<file path="config.mk">
export PLATFORM = sky130hd
export DESIGN_NAME = serial_to_parallel_rx
export DESIGN_NICKNAME = d
export VERILOG_FILES = /design/src/rtl/serial_to_parallel_rx.sv
export SDC_FILE = /design/constraint.sdc
export NUM_CORES = 1
export LEC_CHECK = 0
export ABC_CLOCK_PERIOD_IN_PS = 5200
export CAP_MARGIN = 20
export CORE_MARGIN = 3
export CORE_UTILIZATION = 61
export DETAILED_ROUTE_END_ITERATION = 10
export GPL_ROUTABILITY_DRIVEN = 0
export GPL_TIMING_DRIVEN = 0
export PLACE_DENSITY_LB_ADDON = 0.05
export SYNTH_ARGS = -nofsm -noshare
export SYNTH_HDL_FRONTEND = slang
export SYNTH_SLANG_ARGS = --single-unit
</file>
<file path="constraint.sdc">
create_clock -name ClkI -period 5.2 [get_ports ClkI]
set_clock_uncertainty 0.1 [all_clocks]
set_input_delay 0.78 -clock ClkI [delete_from_list [all_inputs] [get_ports ClkI]]
set_output_delay 0.78 -clock ClkI [all_outputs]
set_load 0.01 [all_outputs]
</file>
<file path="src/rtl/serial_to_parallel_rx.sv">
// Receive side of the TTC bit-serial framing link: assembles MSB-first bytes from a gated
// serial stream, writes them to the frame buffer and checks the frame length.
module serial_to_parallel_rx #(
    parameter int FRAME_BITS  = 2024,
    parameter int ADDR_W      = 8,
    parameter bit PAD_PARTIAL = 1'b1
) (
    input  logic              ClkI,
    input  logic              Rst,
    input  logic              EnI,
    input  logic              DataI,
    output logic [7:0]        DataO,
    output logic              WrEnO,
    output logic [ADDR_W-1:0] WrAddrO,
    output logic              FrameDoneO,
    output logic              FrameErrO,
    output logic [15:0]       BitCntO
);

    typedef enum logic [1:0] {
        IDLE,
        RECV,
        FULL,
        OVER
    } state_t;

    localparam logic [15:0] FrameBitsC = 16'(FRAME_BITS);

    state_t              state_q, state_d;
    logic [7:0]          shift_q, shift_d;
    logic [2:0]          nbits_q, nbits_d;
    logic [ADDR_W-1:0]   addr_q, addr_d;
    logic [7:0]          data_q, data_d;
    logic                wr_en_q, wr_en_d;
    logic [ADDR_W-1:0]   wr_addr_q, wr_addr_d;
    logic                done_q, done_d;
    logic                err_q, err_d;
    logic [15:0]         bit_cnt_q, bit_cnt_d;

    logic [7:0]          shifted;
    logic [2:0]          pad_shift;
    logic [7:0]          pad_data;
    logic [15:0]         bit_cnt_inc;
    logic [15:0]         bit_cnt_sat;

    // Pending bits sit right-aligned in the shift register; moving them up by (8 - n)
    // left-aligns them and zero-fills the tail for a partial-byte flush.
    assign shifted     = {shift_q[6:0], DataI};
    assign pad_shift   = 3'd0 - nbits_q;
    assign pad_data    = shift_q << pad_shift;
    assign bit_cnt_inc = bit_cnt_q + 16'd1;
    assign bit_cnt_sat = (bit_cnt_q == 16'hFFFF) ? bit_cnt_q : bit_cnt_inc;

    always_comb begin
        state_d   = state_q;
        shift_d   = shift_q;
        nbits_d   = nbits_q;
        addr_d    = addr_q;
        data_d    = data_q;
        wr_en_d   = 1'b0;
        wr_addr_d = wr_addr_q;
        done_d    = 1'b0;
        err_d     = err_q;
        bit_cnt_d = bit_cnt_q;

        case (state_q)
            IDLE: begin
                if (EnI) begin
                    state_d   = RECV;
                    shift_d   = {7'd0, DataI};
                    nbits_d   = 3'd1;
                    bit_cnt_d = 16'd1;
                    err_d     = 1'b0;
                    addr_d    = '0;
                end
            end
            RECV: begin
                if (EnI) begin
                    shift_d   = shifted;
                    nbits_d   = nbits_q + 3'd1;
                    bit_cnt_d = bit_cnt_inc;
                    if (nbits_q == 3'd7) begin
                        data_d    = shifted;
                        wr_en_d   = 1'b1;
                        wr_addr_d = addr_q;
                        addr_d    = addr_q + 1'b1;
                    end
                    if (bit_cnt_inc == FrameBitsC) begin
                        state_d = FULL;
                        done_d  = 1'b1;
                    end
                end else begin
                    state_d = IDLE;
                    err_d   = 1'b1;
                    nbits_d = 3'd0;
                    if (PAD_PARTIAL && nbits_q != 3'd0) begin
                        data_d    = pad_data;
                        wr_en_d   = 1'b1;
                        wr_addr_d = addr_q;
                        addr_d    = addr_q + 1'b1;
                    end
                end
            end
            FULL: begin
                if (EnI) begin
                    state_d   = OVER;
                    err_d     = 1'b1;
                    bit_cnt_d = bit_cnt_sat;
                end else begin
                    state_d = IDLE;
                end
            end
            OVER: begin
                if (EnI) begin
                    bit_cnt_d = bit_cnt_sat;
                end else begin
                    state_d = IDLE;
                end
            end
            default: state_d = IDLE;
        endcase
    end

    always_ff @(posedge ClkI or negedge Rst) begin
        if (!Rst) begin
            state_q   <= IDLE;
            shift_q   <= 8'd0;
            nbits_q   <= 3'd0;
            addr_q    <= '0;
            data_q    <= 8'd0;
            wr_en_q   <= 1'b0;
            wr_addr_q <= '0;
            done_q    <= 1'b0;
            err_q     <= 1'b0;
            bit_cnt_q <= 16'd0;
        end else begin
            state_q   <= state_d;
            shift_q   <= shift_d;
            nbits_q   <= nbits_d;
            addr_q    <= addr_d;
            data_q    <= data_d;
            wr_en_q   <= wr_en_d;
            wr_addr_q <= wr_addr_d;
            done_q    <= done_d;
            err_q     <= err_d;
            bit_cnt_q <= bit_cnt_d;
        end
    end

    assign DataO      = data_q;
    assign WrEnO      = wr_en_q;
    assign WrAddrO    = wr_addr_q;
    assign FrameDoneO = done_q;
    assign FrameErrO  = err_q;
    assign BitCntO    = bit_cnt_q;

endmodule
</file>
* After elaboration in Yosys (flattened, before gate mapping)
Index checks and enable logic that the tools add are counted.
** Word-level totals
- Output and inout port bits :: 35
- Logic and storage cells :: 84
- Input port bits :: 4
- Bits in registers :: 56
** Cells by class
- Shifts and indexed selects :: 1
- Add/subtract/negate cells :: 4
- Reduce and logical (&&, ||, !) cells :: 13
- Equality and inequality tests :: 17
- Muxes and demuxes :: 39
** Operators by type and width (count)
- $mux 8 :: 12
- $mux 16 :: 4
- $pmux 16 s3 :: 1
- $pmux 8 s2 :: 2
- $add 16x1->16 const B :: 1
- $eq 16x11->1 const B :: 1
- $eq 16x16->1 const B :: 1
- $ne 2x2->1 const B :: 6
- $reduce_and 4->1 :: 3
- $mux 1 :: 10
- $mux 2 :: 5
- $ne 3x3->1 const B :: 3
- $reduce_and 3->1 :: 3
- $add 8x1->8 const B :: 1
- $pmux 2 s4 :: 1
- $shl 8x3->8 :: 1
- $mux 3 :: 2
- $pmux 3 s2 :: 1
- $reduce_bool 3->1 :: 2
- $eq 2x2->1 const B :: 2
- $ne 2x1->1 const B :: 2
- $reduce_bool 2->1 :: 2
- $add 3x1->3 const B :: 1
- $eq 3x3->1 const B :: 1
- other kinds (6) :: 6

* Logic depth before layout (Yosys ltp)
- Depth after elaboration :: 5
- Mapped depth :: 11
- Depth with buffers taken out :: 9

* Worst setup path after synthesis
Ideal clock, no wire load.
- Kind :: register to register
- Start point :: reg nbits_q[0]
- End point :: reg data_q[7], in the netlist DataO[7]
- Slack :: 2.877 ns
- Buffers on the path :: 1
- Library setup time :: 0.125 ns
- Data arrival time :: 2.098 ns
- Stages on the path, launching flop included :: 8
- Data required time :: 4.975 ns
- Clock period less this slack :: 2.323 ns
- Cells stage by stage :: dfrtp_1 > clkbuf_1 > inv_1 > ha_1 > mux4_2 > mux2i_1 > o21ai_0 > mux2_2
** Between the ends
- Longest elaborated chain between the ends :: 4
- Elaborated cells between the ends (all ways) :: 9
- Those cells by class :: add/sub (1); eq/ne (2); shift (1); mux (2); reduce/logical (3)
** Ends and longest elaborated chain
- start, declared :: RTL line 31 : logic [2:0] nbits_q, nbits_d;
- start signal, assigned :: RTL line 139 : nbits_q <= nbits_d;
- $sub 1x3->3 :: RTL line 49 : assign pad_shift = 3'd0 - nbits_q;
- $shl 8x3->8 :: RTL line 50 : assign pad_data = shift_q << pad_shift;
- $mux 8 :: RTL line 96 : if (PAD_PARTIAL && nbits_q != 3'd0) begin
- $mux 8 :: RTL line 78 : if (EnI) begin
- end signal, assigned :: RTL line 141 : data_q <= data_d;
- end, declared :: RTL line 33 : logic [7:0] data_q, data_d;
Several ways; a longest one is shown, not always the timed one. The select of a mux whose other input is x is not followed.
A chain may end at the register's enable or synchronous reset.

* Worst setup path after layout
- Start point :: reg bit_cnt_q[0], in the netlist BitCntO[0]
- End point :: reg bit_cnt_q[4], in the netlist BitCntO[4]
** Between the ends
- Longest elaborated chain between the ends :: 4
- Elaborated cells between the ends (all ways) :: 8
- Those cells by class :: add/sub (1); eq/ne (2); mux (4); reduce/logical (1)
** Ends and longest elaborated chain
- start, declared :: RTL line 38 : logic [15:0] bit_cnt_q, bit_cnt_d;
- start signal, assigned :: RTL line 146 : bit_cnt_q <= bit_cnt_d;
- $add 16x1->16 :: RTL line 51 : assign bit_cnt_inc = bit_cnt_q + 16'd1;
- $mux 16 :: RTL line 52 : assign bit_cnt_sat = (bit_cnt_q == 16'hFFFF) ? bit_cnt_q : bit_cnt_inc;
- $mux 16 :: RTL line 105, 114
- $pmux 16 s3 :: RTL line 66 : case (state_q)
Several ways; a longest one is shown, not always the timed one. The select of a mux whose other input is x is not followed.

==> flow_summary.json <==
{
  "vias": 2896,
  "fin_setup_tns_ns": 0,
  "seqPwrFrac_pct": 37.9,
  "syn-cell-area_um2": 3323,
  "grtUsageTotal_pct": 25.55,
  "grt-ovfl-total": 0,
  "crit_arrival_ns": 2.87,
  "rsz0062_at_grt": "no",
  "tightest_slew_ns": 0.7645,
  "final_layout_size_suffix_gt1_share_pct": 9.693,
  "p_total_uw": 1667,
  "cts_tree": "done",
  "swShare_pct": 42.37,
  "syn_to_final_growth_pct": 16.98,
  "grt_pass1_wl_mm": 13.08,
  "finalWirelength_mm": 7.337,
  "layout_min_cycle_time_ns": 2.740,
  "hp-class": "flip-flop to flip-flop",
  "clock_sinks": 56,
  "period_share_pct": 52.68,
  "avgSynthCellArea_um2": 8.815,
  "die_y_um": 79.81,
  "comb_power_share_pct": 47.4,
  "crit_path_start": "BitCntO[0]",
  "p_int_uw": 960.8,
  "hold_viol_final": 0,
  "ys_types": 54,
  "remaining_drc_errors": 0,
  "path_clk_slew_ns": 0.11,
  "reg2regPathDepth": 9,
  "htree_levels": 2,
  "ys_seq_area_share_pct": 42.17,
  "async_flop_share_pct": 100.0,
  "fill_cells": 391,
  "endpoint_kind": "flip-flop",
  "synth_flop_cell": "dfrtp_1",
  "synth_seq_cells": 56,
  "hpwl_mm": 5.497,
  "dp_cells": 485,
  "status": "finished, final reports clean",
  "relSlewSlack_pct": 48.69,
  "wl_per_cell_um": 14.88,
  "startpoint_type": "flip-flop",
  "drt-vias-per-instance": 5.874,
  "clock_path_buffers": 2,
  "dr.pass1.iters": 4,
  "crit_end": "BitCntO[4]",
  "root_buffer": "clkbuf_8",
  "grt_pass1_vias": 2841,
  "p_sw_uw": 706.4,
  "power.density_nw_per_um2": 428.9,
  "post_dp_cell_area_um2": 3796,
  "ant_nets": 0,
  "cts_made_buffers": 5,
  "ios": 39,
  "post_cts_resized": 0,
  "n_antenna_cell": 0,
  "start_util_pct": 64.25,
  "drv_cap": 0,
  "fin_cells": 493,
  "core_area_um2": 5172,
  "antenna_found_initial": 0,
  "grt_max_degree": 30,
  "critPathMaxFanout": 10,
  "final_area_um2": 3887,
  "clock_latency_ns": 0.32,
  "ctsHoldBuffers": 0,
  "crit_type": "flip-flop to flip-flop",
  "vdd_drop_max_mv": 0.2507,
  "die_area_um2": 6370,
  "rrSetupSlack_ns": 2.46,
  "syn_nets": 393,
  "dieWidth_um": 79.81,
  "synth_edf_count": 0,
  "holdPathStages": 2,
  "nets": 438,
  "setup_viol": 0,
  "fmax_ghz": 0.3650,
  "r2r-end": "BitCntO[4]",
  "pwr-share-clk_pct": 14.7,
  "cp.required_ns": 5.33,
  "drv_slew": 0,
  "cts_setup_buffers": 0,
  "leakagePower_uw": 0.001687,
  "worstReg2RegStart": "BitCntO[0]",
  "synthCells": 377,
  "drtIter0Drc": 190,
  "io_buffer_count": 37,
  "row_count": 26,
  "yosys_warnings": 0
}
cell families after synthesis:
group,after synthesis,share of synthesized area (%)
and+or+nand+nor,159,24.02
AOI/OAI and AO/OA,90,17.24
DFF,56,42.17
buffers and inverters,39,4.894
muxes,18,6.363
adders and majority gates,12,4.518
xor gates and xnor gates,3,0.7908
cell usage after synthesis (all sizes together) (4+ instances only):
| cell type | n | share of area (%) |
|---|---|---|
| inv | 15 | 1.7 |
| nor4 | 11 | 2.5 |
| nand3 | 13 | 2.5 |
| ha | 12 | 4.5 |
| clkbuf | 12 | 1.4 |
| a21oi | 24 | 3.6 |
| or3 | 5 | 0.98 |
| o21ai | 31 | 4.7 |
| dfrtp | 56 | 42 |
| and2 | 4 | 0.75 |
| nor2 | 16 | 1.8 |
| mux2 | 5 | 1.7 |
| nand4 | 4 | 0.75 |
| nor3 | 19 | 3.0 |
| a22o | 15 | 4.0 |
| buf | 12 | 1.8 |
| a21o | 4 | 0.90 |
| nand2b | 8 | 1.5 |
| mux2i | 11 | 3.3 |
| nand2 | 66 | 7.5 |
registers in the layout, indices dropped and copies added (netlist names):
name and count:
BitCntO 16, DataO 8, WrAddrO 8, addr_q 8, shift_q 8, nbits_q 3, state_q 2, FrameDoneO 1
FrameErrO 1, WrEnO 1
metal layers:
layer  part of all wire (%)  GRT usage [%]
met5                      0              0
met4                   0.98          5.236
met3                    4.2          4.176
met2                     48          42.32
met1                     47          35.61
layout by cell type (no fill, tap or decap), types with 4 or more instances in the layout:
cell and count:
inv_1 14, nand3_1 11, clkdlybuf4s50_1 36, and2_1 4, dfrtp_1 56, a21o_1 4, nor4_1 10, nand2b_1 8
a21oi_1 24, ha_1 12, clkbuf_8 5, o21ai_0 28, nand4_1 4, nor2_1 16, clkbuf_1 12, a22o_1 15
nor3_1 18, buf_2 11, or3_1 4, mux2i_1 11, mux2_2 5, nand2_1 66
through the flow:
step / hold slack, ns / setup WS, ns / util [%]
after floorplan: 0.3615 / 2.877 / -
after global placement: 0.3583 / 1.523 / 73.10
after detailed placement: 0.3617 / 2.505 / 73.39
after CTS: 0.3870 / 2.495 / 75.16
after global routing: 0.4109 / 2.212 / 75.16
final: 0.3829 / 2.461 / 75.16
layout make-up:
type,instances,area [µm²],share of cell area (%)
sequential,56,1401,36.05
inverter,15,56.30,1.448
tap,70,87.58,2.253
clock buffer,5,68.82,1.770
multi-input combinational,282,1759,45.25
buffer,24,106.4,2.736
clock inverter,3,22.52,0.5793
timing repair buffer,38,385.4,9.913
power by group through the flow:
| stage | Clock [µW] | Combinational, µW | Sequential, µW |
|---|---|---|---|
| final | 245 | 790 | 632 |
| after global routing | 273 | 884 | 650 |
| after CTS | 251 | 790 | 631 |
| after detailed placement | 0 | 787 | 640 |
| after global placement | 0 | 762 | 635 |
| after floorplan | 0 | 505 | 642 |
worst max-delay path: stages (launching register included):
cell     delay [ns]
dfrtp_1        0.54
ha_1           0.19
buf_2          0.20
nand4_1        0.28
nor4_1         0.38
a31o_2         0.28
buf_2          0.24
buf_2          0.26
nand2_1        0.07
o21ai_0        0.10
worst min-delay path by stage:
stage / start / endpoint / slack (ns)
2_1_floorplan: shift_q[7] / shift_q[7] / 0.36
3_3_place_gp: WrAddrO[2] / WrAddrO[2] / 0.36
3_5_place_dp: WrAddrO[5] / WrAddrO[5] / 0.36
4_1_cts: WrAddrO[5] / WrAddrO[5] / 0.39
5_1_grt: DataO[3] / DataO[3] / 0.41
6_report: WrAddrO[5] / WrAddrO[5] / 0.38
Note: power is estimated with default switching activity, not from simulation.
==> patch: new RTL, config.mk and constraints unchanged <==
The output `FrameDoneO` loses its register stage (`done_q` becomes a continuous assignment).
--- a/src/rtl/serial_to_parallel_rx.sv
+++ b/src/rtl/serial_to_parallel_rx.sv
@@ -131,5 +131,4 @@
             wr_en_q   <= 1'b0;
             wr_addr_q <= '0;
-            done_q    <= 1'b0;
             err_q     <= 1'b0;
             bit_cnt_q <= 16'd0;
@@ -142,9 +141,10 @@
             wr_en_q   <= wr_en_d;
             wr_addr_q <= wr_addr_d;
-            done_q    <= done_d;
             err_q     <= err_d;
             bit_cnt_q <= bit_cnt_d;
         end
     end
+
+    assign done_q = done_d;
 
     assign DataO      = data_q;
Check against the original RTL: no difference found for any inputs over 10 cycles, from zero or initial values and one cycle with Rst low; that may be too few to reach the edited logic, so the function may still have changed.
==> patch against the unedited design <==
- wire length down 0.49%
- cell count down 0.41%
- clock power up 13%
- power up 1.6%
- final area down 0.26%
- worst setup slack worse by 1.4 ns
- combinational power about the same
- global-route usage down 0.27 points
- sequential share of layout area down 0.55 points
- sequential cell count down 1
- non-clock buffer count unchanged
- synthesized area down 0.75%
- utilization down 0.19 points
- largest cell class unchanged
==> patch: results (changes against the unedited design) <==
clk tree area frac 0.0274 (+0.00393); critical path arrival 3.29 ns (+0.42 ns); max FFs per register 16 (unchanged); Synth Area in XOR/XNOR 0.00797 (+0.0000600); highest fanout seen on the critical path 10 (unchanged); CP top delay family simple AND/OR/NAND/NOR gates; max_slew headroom 0.549 (+0.0621); vias per cell 5.91 (+0.58%); Hold Crit Class primary input to async pin; worst vdd ir 264 uV (+5.4%); pin count of the biggest net entering global routing 40 (+33%); DR pass1 iterations 5 (+1); # nets final 437 (-0.23%); Seq/Total Area, Yosys 0.417 (-0.00439); # fillers 369 (-5.6%); worst hold slack 0.290 ns (-0.0927 ns); post-synthesis mux area share 0.0641 (+0.000483); CP startpoint kind register; first-pass GRT wire length 12,800 um (-2.4%); Total Routing Usage GR 0.253 (-0.00270); Critical Path End FrameDoneO; Reg2Reg Setup Slack 2.43 ns (-0.03 ns); CP peak stage delay 0.60 ns (+0.06 ns); vias in the first global route 2,786 (-1.9%); outcome finished clean; critical-path cell with the highest stage delay clkdlybuf4s50_1; Leakage 0.00168 uW (-0.73%); Adder-Cell Fraction of Synth Area 0.0455 (+0.000343); Syn Nets 392 (-0.25%); CTS sink count 55 (-1.8%); dpl hpwl 5380 um (-2.1%); Multi-Input Combinational 282 (unchanged); WL per Instance 14.9 um (about the same); NonClk Buf Share 0.127 (+0.000327); Inverters, non-clock 15 (unchanged); first-iteration detailed-routing DRC count 135 (-29%); Storage cell area 1380 sq um (-1.8%); worst r2r src nbits_q[0]; reg2reg end DataO[7]; Post-CTS Setup Inserts 0 (unchanged); Post-synth top cells 66 x nand2_1, 55 x dfrtp_1, 28 x o21ai_0; top cells by area, synth dfrtp_1 42%, nand2_1 7.5%, ha_1 4.6%
## patch: changes by cell type after synthesis
cell and delta:
dfrtp_1 -1
## patch: per-stage QoR
step | utilization | instances | power, uW | setup WS, ns | cell area [sq um]
CTS | 0.750 | 491 | 1700 | 1.05 | 3880
global route | 0.750 | 491 | 1820 | 0.822 | 3880
floorplan | - | 376 | 1140 | 2.16 | 3300
global placement | 0.726 | 483 | 1390 | 1.41 | 3760
finish | 0.750 | 491 | 1690 | 1.03 | 3880
detailed placement | 0.729 | 484 | 1420 | 1.44 | 3770
## patch: power breakdown
group	switching [uW]	internal, uW	leakage [uW]
Combinational	460	333	0.000880
Sequential	101	523	0.000745
Clock	136	141	0.0000502
Total	697	997	0.00168
## patch: metal layers
metal  GRT usage  routed length (um)  vias up
li1            -                   -     1424
met1       0.352                3420     1386
met2       0.402                3510       85
met3      0.0429                 301        6
met4      0.0825                  76        0
met5           0                   0        -
